--- src/rtl/decoder_pkg.sv ---
// Shared constants and helpers for the one-hot scan decoder.
// Mode encodings plus a width-agnostic one-hot builder.
package decoder_pkg;

  localparam logic MODE_DIRECT = 1'b0;
  localparam logic MODE_SCAN   = 1'b1;

  localparam int unsigned MAX_CH = 256;

  // Callers size-cast the result down to their channel count.
  function automatic logic [MAX_CH-1:0] onehot(
    input int unsigned idx,
    input int unsigned n
  );
    return (idx < n) ? (MAX_CH'(1) << idx) : '0;
  endfunction

endpackage

--- src/rtl/tick_prescaler.sv ---
// Scan-step prescaler: pulses tick once every DIV enabled cycles.
// Ports: clk, rst (sync, high), en (count/hold), clr (force 0), tick.
module tick_prescaler #(
  parameter int unsigned DIV = 4
) (
  input  logic clk,
  input  logic rst,
  input  logic en,
  input  logic clr,
  output logic tick
);

  localparam int unsigned CW = (DIV > 1) ? $clog2(DIV) : 1;
  localparam logic [CW-1:0] TOP = CW'(DIV - 1);

  logic [CW-1:0] cnt;
  logic          last;

  assign last = (cnt == TOP);
  assign tick = en & last;

  always_ff @(posedge clk) begin
    if (rst || clr) begin
      cnt <= '0;
    end else if (en) begin
      cnt <= last ? '0 : cnt + 1'b1;
    end
  end

endmodule

--- src/rtl/onehot_scan_decoder.sv ---
// Registered binary-to-one-hot decoder with prescaled scan mode.
// Ports: clk, rst (sync, high), mode, en, code_in -> data_out, index_out, wrap.
module onehot_scan_decoder
  import decoder_pkg::*;
#(
  parameter int unsigned CODE_W     = 3,
  parameter int unsigned NUM_CH     = 8,
  parameter int unsigned TICK_DIV   = 4,
  parameter bit          ACTIVE_LOW = 1'b0
) (
  input  logic              clk,
  input  logic              rst,
  input  logic              mode,
  input  logic              en,
  input  logic [CODE_W-1:0] code_in,
  output logic [NUM_CH-1:0] data_out,
  output logic [CODE_W-1:0] index_out,
  output logic              wrap
);

  localparam logic [CODE_W-1:0] LAST = CODE_W'(NUM_CH - 1);
  localparam logic [NUM_CH-1:0] SEL0 = NUM_CH'(1);

  logic              scan;
  logic              tick;
  logic [CODE_W-1:0] idx_d;
  logic              wrap_d;
  logic [NUM_CH-1:0] sel;

  assign scan = (mode == MODE_SCAN);

  // Direct mode pins the prescaler at 0 so a later
  // switch to scan always starts a full step.
  tick_prescaler #(
    .DIV (TICK_DIV)
  ) u_pre (
    .clk  (clk),
    .rst  (rst),
    .en   (en & scan),
    .clr  (en & ~scan),
    .tick (tick)
  );

  always_comb begin
    idx_d  = index_out;
    wrap_d = 1'b0;
    if (en) begin
      if (!scan) begin
        idx_d = (32'(code_in) < NUM_CH) ? code_in : '0;
      end else if (tick) begin
        if (index_out == LAST) begin
          idx_d  = '0;
          wrap_d = 1'b1;
        end else begin
          idx_d = index_out + 1'b1;
        end
      end
    end
    // Decode the next index so data_out never lags index_out.
    sel = en ? NUM_CH'(onehot(32'(idx_d), NUM_CH)) : '0;
  end

  always_ff @(posedge clk) begin
    if (rst) begin
      index_out <= '0;
      data_out  <= ACTIVE_LOW ? ~SEL0 : SEL0;
      wrap      <= 1'b0;
    end else begin
      index_out <= idx_d;
      data_out  <= ACTIVE_LOW ? ~sel : sel;
      wrap      <= wrap_d;
    end
  end

endmodule

--- config.mk ---
export PLATFORM = sky130hd
export DESIGN_NAME = onehot_scan_decoder
export DESIGN_NICKNAME = d
export VERILOG_FILES = /design/src/rtl/decoder_pkg.sv /design/src/rtl/tick_prescaler.sv /design/src/rtl/onehot_scan_decoder.sv
export SDC_FILE = /design/constraint.sdc
export NUM_CORES = 1
export LEC_CHECK = 0
export CORE_MARGIN = 4
export CORE_UTILIZATION = 45
export CTS_CLUSTER_DIAMETER = 50
export DETAILED_ROUTE_END_ITERATION = 6
export PLACE_DENSITY = 0.85
export SLEW_MARGIN = 10
export SYNTH_ARGS = -nofsm -noshare
export SYNTH_HDL_FRONTEND = slang
export SYNTH_SLANG_ARGS = --single-unit
--- constraint.sdc ---
create_clock -name clk -period 1.8 [get_ports clk]
set_clock_uncertainty 0.2 [all_clocks]
set_input_delay 0.36 -clock clk [delete_from_list [all_inputs] [get_ports clk]]
set_output_delay 0.36 -clock clk [all_outputs]
set_load 0.02 [all_outputs]
==> run metrics <==
CTS tree=built; CTS buffer count=3; Vert. Die Dim=46.6 um; Yosys top cell area share=41.8%; antenna violations before repair=0; Hold Violations, Final=0; number of flops mapped to enable cells by yosys=0; critical path, cell by cell=clkdlybuf4s50_1; Max VDD drop=0.000368 V; Worst EP required=1240 ps; instance area after placement=887 um2; Crit path buffers/inverters=1; critical path's largest stage delay=610 ps; H-tree levels=1; final cycle utilization of the critical path=98.0%; Initial DRC Count=4; WL final=1500 um; worst skew pair latency=280 ps; Final Slew Violations=0; setup slack after layout=36.4 ps; Mean Syn Cell Area=9.86 um2; detailed-placement wirelength estimate=1100 um; pre-CTS WS=-238 ps; # setup viols final=0; FMAX=0.567 GHz; vias in the first global route=536; actual slew at the worst max-slew pin=362 ps; Setup CP Type=register to primary output; ranking of synthesized cells by area=dfxtp_1 42%, ha_1 5.6%, a211oi_1 4.5%; Worst Min Path Start=u_pre.cnt[0]; WP data arrival=1200 ps; clk sinks=14; cell row count=13; most frequent cell after synthesis=dfxtp_1; power density cells=696 nW/um2; YS warnings=0; Area Growth Syn to Fin=42.5%; core area=1350 um2; DR pass1 iterations=4; post-layout min period=1760 ps; grt total ovfl=0; Post-Syn Instances=68; RD Place Congestion=0.781; Seq/Total Area, Yosys=41.8%; Die W=46.6 um; # IOs=19; first-pass GRT wire length=2270 um; Initial Util=49.7%; Critical R2R Launch=index_out[1]; Nets=104; post-route ant nets=0; Max-Cap Viols=0; Clock Pin Slew Worst Setup and Hold Paths=90 ps; Via density=5.70; Mapped Area=671 um2; Critical-path top delay cell=clkdlybuf4s50_1; Remaining DRCs=0; Static Leak=0.385 nW; share of cells above drive strength 1=19.4%; largest area contributor in the netlist=dfxtp_1; outcome=finished, final reports clean; Hold EP=u_pre.cnt[0]; WHS=277 ps; hold path depth=2; number of diodes=0; Distinct cells, synth=31; Post-Syn Nets=78; Max FO, Critical Path=1; Routed WL per cell=13.9 um; TNS Setup=0 ps; Hold Crit Class=register to register; Commonest cells post-synth=14 x dfxtp_1, 4 x a211oi_1, 4 x a21oi_1, 4 x nand2b_1; Worst setup EP type=primary output; setup slack, reg-to-reg=70 ps; clk root buf=clkbuf_4; largest net degree at the start of global routing=13; family with the most delay on the worst path=buffers and inverters; total track usage=15.1%; design area=956 um2; top_reg_cell synth=dfxtp_1; cell count along the critical path=1; asr flop ratio synth=0%; r2r endpoint=data_out[6]; flops & latches, synth=14; CTS max path bufs=2; detailed-route via count=616; die footprint=2170 um2; Reg2Reg Depth=5; port bufs=18; Worst Setup Start Kind=register; worst relative slew slack=75.8%
-- registers in the layout, summed over array words and instances, names as in the netlist --
name / count
data_out: 8
index_out: 3
u_pre.cnt: 2
wrap: 1
-- layout make-up --
type	instances	area, um2
Clock buffer	4	36.3
Timing Repair Buffer	24	224
Tap cell	15	18.8
Inverter	3	11.3
Fill cell	106	394
Sequential cell	14	280
Multi-Input combinational cell	48	385
-- metal layers --
layer | up-vias | GRT usage [%] | part of all wire [%]
met5 | - | 0 | 0
li1 | 306 | - | -
met4 | 0 | 10.2 | 1.5
met1 | 291 | 17.5 | 46
met3 | 2 | 3.52 | 4.7
met2 | 17 | 24.2 | 47
-- through the flow --
step / util (%) / std cells / power [mW]
2_1_floorplan: - / 68 / 0.393
3_3_place_gp: 65.7 / 104 / 0.440
3_5_place_dp: 65.7 / 104 / 0.442
4_1_cts: 68.1 / 108 / 0.663
5_1_grt: 70.8 / 108 / 0.691
6_report: 70.8 / 108 / 0.666
-- logic make-up after synthesis --
family                     count (synthesis)  synth area share [%]
DFF                                       14                  41.8
adders and majority gates                  3                  5.60
and+or+nand+nor                           25                  24.4
muxes                                      2                  3.17
buffers and inverters                      6                  5.78
AOI/OAI and AO/OA                         18                  19.2
-- power breakdown --
group | leakage [nW] | switching [mW] | internal [mW]
combinational | 0.251 | 0.0587 | 0.0559
clock | 0.0210 | 0.101 | 0.123
sequential | 0.114 | 0.00717 | 0.320
-- how the worst max path moves through the flow --
stage / from / end / slack, ps
floorplan: index_out[0] / data_out[5] / 40
global placement: mode / data_out[6] / -230
finish: data_out[5] / data_out[5] / 40
detailed placement: mode / data_out[7] / -240
global route: u_pre.cnt[0] / data_out[3] / -20
CTS: data_out[5] / data_out[5] / 30
-- cell usage in the layout (no fill, tap or decap), types with 3 or more instances in the layout --
master | synthesis | routed
inv_1 | 3 | 3
nand2b_1 | 4 | 4
clkbuf_4 | 0 | 3
a21oi_1 | 4 | 4
clkdlybuf4s50_1 | 0 | 14
a211oi_1 | 4 | 3
dlygate4sd2_1 | 0 | 3
dfxtp_1 | 14 | 14
buf_4 | 0 | 6
nor4_1 | 3 | 3
nand2_1 | 3 | 3
o211ai_1 | 3 | 3
-- what timing repair did --
item	4_1_cts	5_1_grt
gates resized for setup	3	6
setup buffers	0	0
hold buffers	0	0
pin swaps	0	1
endpoints found under the setup margin	3	7
Power figures use the tool's default switching activity.
